File: config.mk
export PLATFORM = sky130hd
export DESIGN_NAME = agu_2d_flat
export DESIGN_NICKNAME = d
export VERILOG_FILES = /design/src/rtl/agu_2d_if.sv /design/src/rtl/agu_2d.sv /design/src/flat_wrapper.sv
export SDC_FILE = /design/constraint.sdc
export NUM_CORES = 1
export LEC_CHECK = 0
export ABC_AREA = 0
export CORE_UTILIZATION = 55
export DETAILED_ROUTE_END_ITERATION = 12
export PLACE_DENSITY = 0.88
export SLEW_MARGIN = 10
export SYNTH_ARGS = -nofsm -noshare
export SYNTH_HDL_FRONTEND = slang
export SYNTH_SLANG_ARGS = --single-unit
File: constraint.sdc
create_clock -name clock -period 3.71 [get_ports clock]
set_clock_uncertainty 0.15 [all_clocks]
set_input_delay 0.371 -clock clock [delete_from_list [all_inputs] [get_ports clock]]
set_output_delay 0.371 -clock clock [all_outputs]
set_load 0.1 [all_outputs]
File: src/rtl/agu_2d_if.sv
// Request/config bundle between the lane load/store unit (master) and agu_2d (slave).
// I_Mod_Size exists only when AGU_MODULO_EN is defined.
interface agu_2d_if #(
  parameter int WIDTH_ADDR   = 16,
  parameter int WIDTH_STRIDE = 16,
  parameter int WIDTH_CNT    = 16
);
  logic                           I_Set_and_Run;
  logic                           I_Stall;
  logic                           I_Abort;
  logic        [WIDTH_ADDR-1:0]   I_Base_Addr;
  logic        [WIDTH_CNT-1:0]    I_Cols;
  logic        [WIDTH_CNT-1:0]    I_Rows;
  logic signed [WIDTH_STRIDE-1:0] I_Stride_Col;
  logic signed [WIDTH_STRIDE-1:0] I_Stride_Row;
`ifdef AGU_MODULO_EN
  logic        [WIDTH_ADDR-1:0]   I_Mod_Size;
`endif
  logic                           O_Req;
  logic        [WIDTH_ADDR-1:0]   O_Address;
  logic                           O_Row_End;
  logic                           O_Last;
  logic                           O_Busy;
  logic                           O_End_Access;

  modport master (
    output I_Set_and_Run, I_Stall, I_Abort, I_Base_Addr, I_Cols, I_Rows,
    output I_Stride_Col, I_Stride_Row,
`ifdef AGU_MODULO_EN
    output I_Mod_Size,
`endif
    input  O_Req, O_Address, O_Row_End, O_Last, O_Busy, O_End_Access
  );

  modport slave (
    input  I_Set_and_Run, I_Stall, I_Abort, I_Base_Addr, I_Cols, I_Rows,
    input  I_Stride_Col, I_Stride_Row,
`ifdef AGU_MODULO_EN
    input  I_Mod_Size,
`endif
    output O_Req, O_Address, O_Row_End, O_Last, O_Busy, O_End_Access
  );
endinterface

File: src/rtl/agu_2d.sv
// 2-D strided address generator (ROWS x COLS beats, signed strides, stall/abort).
// Define AGU_MODULO_EN to keep addresses inside a Base..Base+Mod_Size-1 window.
module agu_2d #(
  parameter int WIDTH_ADDR   = 16,
  parameter int WIDTH_STRIDE = 16,
  parameter int WIDTH_CNT    = 16
) (
  input  logic     clock,
  input  logic     reset,
  agu_2d_if.slave  bus
);

  typedef enum logic [1:0] {IDLE, RUN, DONE} state_t;

  state_t                         state_q, state_d;
  logic        [WIDTH_ADDR-1:0]   addr_q, addr_d;
  logic        [WIDTH_ADDR-1:0]   row_base_q, row_base_d;
  logic        [WIDTH_CNT-1:0]    col_cnt_q, col_cnt_d;
  logic        [WIDTH_CNT-1:0]    row_cnt_q, row_cnt_d;
  logic        [WIDTH_CNT-1:0]    cols_q, cols_d;
  logic signed [WIDTH_STRIDE-1:0] stride_col_q, stride_col_d;
  logic signed [WIDTH_STRIDE-1:0] stride_row_q, stride_row_d;
`ifdef AGU_MODULO_EN
  // row_base_* holds the row start offset inside the window in this build
  logic        [WIDTH_ADDR-1:0]   base_q, base_d;
  logic        [WIDTH_ADDR-1:0]   col_off_q, col_off_d;
  logic        [WIDTH_ADDR-1:0]   mod_q, mod_d;
`endif
  logic req, row_end, last;

`ifdef AGU_MODULO_EN
  function automatic logic [WIDTH_ADDR-1:0] wrap_step(
    input logic        [WIDTH_ADDR-1:0]   off,
    input logic signed [WIDTH_STRIDE-1:0] stride,
    input logic        [WIDTH_ADDR-1:0]   m
  );
    logic signed [WIDTH_ADDR+1:0] sum;
    sum = $signed({2'b00, off}) + (WIDTH_ADDR+2)'(stride);
    if (m != '0) begin
      if (sum >= $signed({2'b00, m}))
        sum = sum - $signed({2'b00, m});
      else if (sum[WIDTH_ADDR+1])
        sum = sum + $signed({2'b00, m});
    end
    return sum[WIDTH_ADDR-1:0];
  endfunction
`else
  function automatic logic [WIDTH_ADDR-1:0] sext(input logic signed [WIDTH_STRIDE-1:0] s);
    return WIDTH_ADDR'(s);
  endfunction
`endif

  always_ff @(posedge clock or negedge reset) begin
    if (!reset) begin
      state_q      <= IDLE;
      addr_q       <= '0;
      row_base_q   <= '0;
      col_cnt_q    <= '0;
      row_cnt_q    <= '0;
      cols_q       <= '0;
      stride_col_q <= '0;
      stride_row_q <= '0;
`ifdef AGU_MODULO_EN
      base_q       <= '0;
      col_off_q    <= '0;
      mod_q        <= '0;
`endif
    end else begin
      state_q      <= state_d;
      addr_q       <= addr_d;
      row_base_q   <= row_base_d;
      col_cnt_q    <= col_cnt_d;
      row_cnt_q    <= row_cnt_d;
      cols_q       <= cols_d;
      stride_col_q <= stride_col_d;
      stride_row_q <= stride_row_d;
`ifdef AGU_MODULO_EN
      base_q       <= base_d;
      col_off_q    <= col_off_d;
      mod_q        <= mod_d;
`endif
    end
  end

  always_comb begin
    state_d      = state_q;
    addr_d       = addr_q;
    row_base_d   = row_base_q;
    col_cnt_d    = col_cnt_q;
    row_cnt_d    = row_cnt_q;
    cols_d       = cols_q;
    stride_col_d = stride_col_q;
    stride_row_d = stride_row_q;
`ifdef AGU_MODULO_EN
    base_d       = base_q;
    col_off_d    = col_off_q;
    mod_d        = mod_q;
`endif
    // Abort suppresses the beat in the same cycle, so it is folded into req
    req     = (state_q == RUN) & ~bus.I_Stall & ~bus.I_Abort;
    row_end = req & (col_cnt_q == WIDTH_CNT'(1));
    last    = row_end & (row_cnt_q == WIDTH_CNT'(1));

    case (state_q)
      IDLE: begin
        if (bus.I_Set_and_Run) begin
          cols_d       = bus.I_Cols;
          stride_col_d = bus.I_Stride_Col;
          stride_row_d = bus.I_Stride_Row;
          col_cnt_d    = bus.I_Cols;
          row_cnt_d    = bus.I_Rows;
          addr_d       = bus.I_Base_Addr;
`ifdef AGU_MODULO_EN
          base_d       = bus.I_Base_Addr;
          mod_d        = bus.I_Mod_Size;
          col_off_d    = '0;
          row_base_d   = '0;
`else
          row_base_d   = bus.I_Base_Addr;
`endif
          state_d = (bus.I_Cols == '0 || bus.I_Rows == '0) ? DONE : RUN;
        end
      end
      RUN: begin
        if (bus.I_Abort || last) begin
          state_d = DONE;
        end else if (row_end) begin
`ifdef AGU_MODULO_EN
          row_base_d = wrap_step(row_base_q, stride_row_q, mod_q);
          col_off_d  = row_base_d;
          addr_d     = base_q + row_base_d;
`else
          row_base_d = row_base_q + sext(stride_row_q);
          addr_d     = row_base_d;
`endif
          col_cnt_d  = cols_q;
          row_cnt_d  = row_cnt_q - WIDTH_CNT'(1);
        end else if (req) begin
`ifdef AGU_MODULO_EN
          col_off_d  = wrap_step(col_off_q, stride_col_q, mod_q);
          addr_d     = base_q + col_off_d;
`else
          addr_d     = addr_q + sext(stride_col_q);
`endif
          col_cnt_d  = col_cnt_q - WIDTH_CNT'(1);
        end
      end
      DONE:    state_d = IDLE;
      default: state_d = IDLE;
    endcase
  end

  assign bus.O_Req        = req;
  assign bus.O_Address    = addr_q;
  assign bus.O_Row_End    = row_end;
  assign bus.O_Last       = last;
  assign bus.O_Busy       = (state_q != IDLE);
  assign bus.O_End_Access = (state_q == DONE);

endmodule
File: src/flat_wrapper.sv
// flat-port wrapper written by rule: the top's interface ports become plain ports
module agu_2d_flat 
#(
  parameter int WIDTH_ADDR   = 16,
  parameter int WIDTH_STRIDE = 16,
  parameter int WIDTH_CNT    = 16
)
  (clock, reset, bus_I_Set_and_Run, bus_I_Stall, bus_I_Abort, bus_I_Base_Addr, bus_I_Cols, bus_I_Rows, bus_I_Stride_Col, bus_I_Stride_Row, bus_O_Req, bus_O_Address, bus_O_Row_End, bus_O_Last, bus_O_Busy, bus_O_End_Access);
  agu_2d_if #(.WIDTH_ADDR(WIDTH_ADDR), .WIDTH_STRIDE(WIDTH_STRIDE), .WIDTH_CNT(WIDTH_CNT)) bus_i ();
  input  logic clock;
  input  logic reset;
  input wire logic [$bits(bus_i.I_Set_and_Run)-1:0] bus_I_Set_and_Run;
  input wire logic [$bits(bus_i.I_Stall)-1:0] bus_I_Stall;
  input wire logic [$bits(bus_i.I_Abort)-1:0] bus_I_Abort;
  input wire logic [$bits(bus_i.I_Base_Addr)-1:0] bus_I_Base_Addr;
  input wire logic [$bits(bus_i.I_Cols)-1:0] bus_I_Cols;
  input wire logic [$bits(bus_i.I_Rows)-1:0] bus_I_Rows;
  input wire logic [$bits(bus_i.I_Stride_Col)-1:0] bus_I_Stride_Col;
  input wire logic [$bits(bus_i.I_Stride_Row)-1:0] bus_I_Stride_Row;
  output wire logic [$bits(bus_i.O_Req)-1:0] bus_O_Req;
  output wire logic [$bits(bus_i.O_Address)-1:0] bus_O_Address;
  output wire logic [$bits(bus_i.O_Row_End)-1:0] bus_O_Row_End;
  output wire logic [$bits(bus_i.O_Last)-1:0] bus_O_Last;
  output wire logic [$bits(bus_i.O_Busy)-1:0] bus_O_Busy;
  output wire logic [$bits(bus_i.O_End_Access)-1:0] bus_O_End_Access;
  assign bus_i.I_Set_and_Run = bus_I_Set_and_Run;
  assign bus_i.I_Stall = bus_I_Stall;
  assign bus_i.I_Abort = bus_I_Abort;
  assign bus_i.I_Base_Addr = bus_I_Base_Addr;
  assign bus_i.I_Cols = bus_I_Cols;
  assign bus_i.I_Rows = bus_I_Rows;
  assign bus_i.I_Stride_Col = bus_I_Stride_Col;
  assign bus_i.I_Stride_Row = bus_I_Stride_Row;
  assign bus_O_Req = bus_i.O_Req;
  assign bus_O_Address = bus_i.O_Address;
  assign bus_O_Row_End = bus_i.O_Row_End;
  assign bus_O_Last = bus_i.O_Last;
  assign bus_O_Busy = bus_i.O_Busy;
  assign bus_O_End_Access = bus_i.O_End_Access;
  agu_2d #(.WIDTH_ADDR(WIDTH_ADDR), .WIDTH_STRIDE(WIDTH_STRIDE), .WIDTH_CNT(WIDTH_CNT)) u_core (.clock(clock), .reset(reset), .bus(bus_i));
endmodule
==> run_results.csv, run 1 <==
group,metric,value,unit
status,status,"finished clean",
clock_tree,cts-htree-levels,4,
worst_setup_path,crit_fanout,7,
run,maxCapViolations,0,
clock_tree,cts_num_sinks,114,
routing,vias_per_cell,6.56,
finish,layout.nets,968,
finish,register_area,2850,um2
yosys,synth_top_area_cell,"dfrtp_1",
worst_hold_path,min_path_type,"flip-flop to flip-flop",
clock_tree,clock_path_buffers,2,
worst_hold_path,hold_end,"u_core.row_base_q[11]",
yosys,synthFlopType,"dfrtp_1",
routing,remaining_drc_errors,0,
sta,final_max_slew_viol_count,0,
finish,diodes,0,
finish,final_core_util,71.8,%
worst_setup_path,cpMaxStageDelayCell,"or4_4",
worst_setup_path,r2r-start,"u_core.bus.O_Address[5]",
sta,setup_tns,0,ns
clock_tree,cts_buffers,17,
worst_setup_path,endpoint_kind,"output port",
worst_setup_path,rr_endpoint,"u_core.bus.O_Address[11]",
sta,tightest_slew,1.11,ns
global_route,grt_use_total,33.2,%
routing,vias,6718,
yosys,yosysSeqAreaShare,41.1,%
placement,portBuffers,105,
finish,multiInputGateArea,3910,um2
placement,dp_cells,995,
die,die_y,114,um
placement,place.gp.congestion,0.975,
die,fp-row-count,40,
placement,hpwl,14.7,mm
die,coreArea,12200,um2
worst_setup_path,r2r_slack,0.53,ns
worst_hold_path,min_from,"u_core.row_base_q[11]",
routing,drtPass1Iterations,5,
yosys,yosysWarningCount,0,
yosys,synth.cell_area,6940,um2
clock_tree,insertion_delay,0.42,ns
clock_tree,clk_pin_slew,0.05,ns
sta,final.min_clock_period,3.21,ns
finish,stdcell_count,1024,
routing,post_drt_wl_per_cell,20.0,um
global_route,grt_overflow,0,
die,ios,106,
sta,setup_viol,0,
sta,final-hold-violation-count,0,
yosys,syn-num-nets,865,
yosys,ys_types,62,
worst_setup_path,crit_buf_inv,1,
worst_setup_path,setup.worst_path.start_class,"flip-flop",
routing,ant_nets,0,
worst_setup_path,critPathArrivalTime,2.69,ns
global_route,grt_pass1_wl,33.1,mm
sta,period_share,86.5,%
worst_setup_path,critPathKind,"flip-flop to output port",
routing,dr.first_iter.drc_count,643,
finish,final_cell_mix,"dfrtp_1 (114), clkdlybuf4s50_1 (101), o21ai_0 (72)",
worst_setup_path,rr_worst_depth,8,
die,die_w,114,um
worst_setup_path,cpMostUsedCell,"or4_4",
die,start_util,57.1,%
yosys,syn_area_per_cell,9.33,um2
global_route,grt_max_degree,59,
sta,max-slew-margin-rel,24.3,%
worst_setup_path,crit_path_cell_trace,"or4_4 -> or4_4 -> nor3_4 -> buf_4",
clock_tree,ctsRootBufferMaster,"clkbuf_16",
global_route,grt_pass1_vias,6874,
yosys,synth_seq_cells,114,
worst_setup_path,cp_top_family,"simple AND/OR/NAND/NOR gates",
yosys,async_reset_ff_share,100,%
routing,wirelength,20.5,mm
sta,holdWs,0.342,ns
finish,fill_cells,925,
finish,synthToLayoutAreaGrowth,25.8,%
sta,rsz0062_at_grt,"no",
finish,layout-drive-gt1-share,12.7,%
yosys,synth.area.top_cells,"dfrtp_1 (41%), mux2_2 (8.1%), ha_1 (6.1%)",
yosys,synth_top_area_share,41.1,%
yosys,synthCells,744,
worst_hold_path,min_path_cells,1,
worst_setup_path,required,3.19,ns
global_route,antenna_found_initial,1,
clock_tree,cts_tree,"built",
die,die_area,13100,um2
finish,mostFrequentLayoutCell,"dfrtp_1",
sta,max_freq,312,MHz
worst_setup_path,critPathMaxStageDelay,0.60,ns
yosys,synth_edf_count,0,
layout make-up:
type | count | area share [%]
clock buffers | 22 | 5.32
clock inverters | 6 | 0.688
inverters | 15 | 0.645
multi-input cells | 579 | 44.8
flip-flops and latches | 114 | 32.7
well taps | 168 | 2.41
repair buffers | 120 | 13.5
worst max-delay path by stage:
| stage | from | cells past startpoint | to |
|---|---|---|---|
| global placement | bus_I_Abort | 8 | u_core.bus.O_Address[10] |
| CTS | u_core.col_cnt_q[7] | 4 | bus_O_Last |
| floorplan | u_core.state_q[1] | 6 | u_core.bus.O_Address[3] |
| global route | u_core.col_cnt_q[7] | 6 | bus_O_Row_End |
| detailed placement | bus_I_Abort | 8 | u_core.col_cnt_q[11] |
| finish | u_core.col_cnt_q[7] | 4 | bus_O_Last |
registers in the layout, indices dropped and copies added (netlist names):
signal,flops
u_core.stride_col_q,16
u_core.row_cnt_q,16
u_core.state_q,2
u_core.col_cnt_q,16
u_core.row_base_q,16
u_core.stride_row_q,16
u_core.cols_q,16
u_core.bus.O_Address,16
worst register-to-register path, stage by stage, from the launching register on:
cell and delay, ns:
dfrtp_1 0.42, ha_1 0.27, or2_2 0.30, a2111oi_0 0.96, nor4_1 0.13, o21ai_0 0.33, a21oi_1 0.12, nand3b_1 0.20
a41oi_1 0.22
through the flow:
step	setup WS (ns)	area [um2]
6_report	0.501	8730
5_1_grt	0.421	8730
2_1_floorplan	0.00642	6960
3_5_place_dp	0.538	8200
3_3_place_gp	0.661	8200
4_1_cts	0.518	8730
cell families (layout without fill, tap and decap cells):
| group | Yosys count | after routing | synth area share (%) |
|---|---|---|---|
| compound gates | 247 | 247 | 22.1 |
| xor+xnor | 25 | 25 | 3.15 |
| fa+ha+maj | 36 | 36 | 6.71 |
| buf+inv | 51 | 163 | 3.08 |
| flops | 114 | 114 | 41.1 |
| mux | 54 | 54 | 8.83 |
| simple gates | 217 | 217 | 15.0 |
synth_stat cells (all sizes together), types with 7 or more instances:
cell / count
dfrtp: 114
o21ai: 73
a21oi: 69
nor2: 66
nand2: 63
mux2: 52
ha: 34
clkbuf: 21
a31oi: 20
nor4: 20
nor3: 16
buf: 15
inv: 15
nand3: 15
xnor2: 13
xor2: 12
a21o: 11
a221oi: 8
a22o: 8
a22oi: 8
o21a: 7
layer usage:
layer	vias up	global-route usage (%)	wire, um	share of wire (%)
met5	-	0	13	0.063
met4	2	19.7	953	4.6
met3	91	6.99	1530	7.5
met2	398	56.6	10100	50
met1	3237	38.5	7860	38
li1	2990	-	-	-
what timing repair did:
action	CTS	global route
hold endpoints to repair	56	0
buffers inserted	0	0
hold buffers	1	0
resized for setup	0	0
Power of run 1 is left out: the tool's default activity adds up to more than one toggle a clock period on the data nets, which glitch-free logic cannot reach.
==> inputs of run 2 (changes only) <==
--- a/config.mk
+++ b/config.mk
@@ -9,6 +9,7 @@
 export CORE_UTILIZATION = 55
 export DETAILED_ROUTE_END_ITERATION = 12
 export PLACE_DENSITY = 0.88
+export SKIP_LAST_GASP = 1
 export SLEW_MARGIN = 10
 export SYNTH_ARGS = -nofsm -noshare
 export SYNTH_HDL_FRONTEND = slang
==> results of run 2 <==
The final DEF is identical to that of run 1; final timing and power are the same.
Power of run 2 is left out for the same reason.
==> inputs of run 3 (changes only) <==
--- a/config.mk
+++ b/config.mk
@@ -7,6 +7,7 @@
 export LEC_CHECK = 0
 export ABC_AREA = 0
 export CORE_UTILIZATION = 55
+export CTS_CLUSTER_SIZE = 28
 export DETAILED_ROUTE_END_ITERATION = 12
 export PLACE_DENSITY = 0.88
 export SKIP_LAST_GASP = 1
==> results of run 3 <==
The final DEF is identical to that of run 1; final timing and power are the same.
Power of run 3 is left out for the same reason.
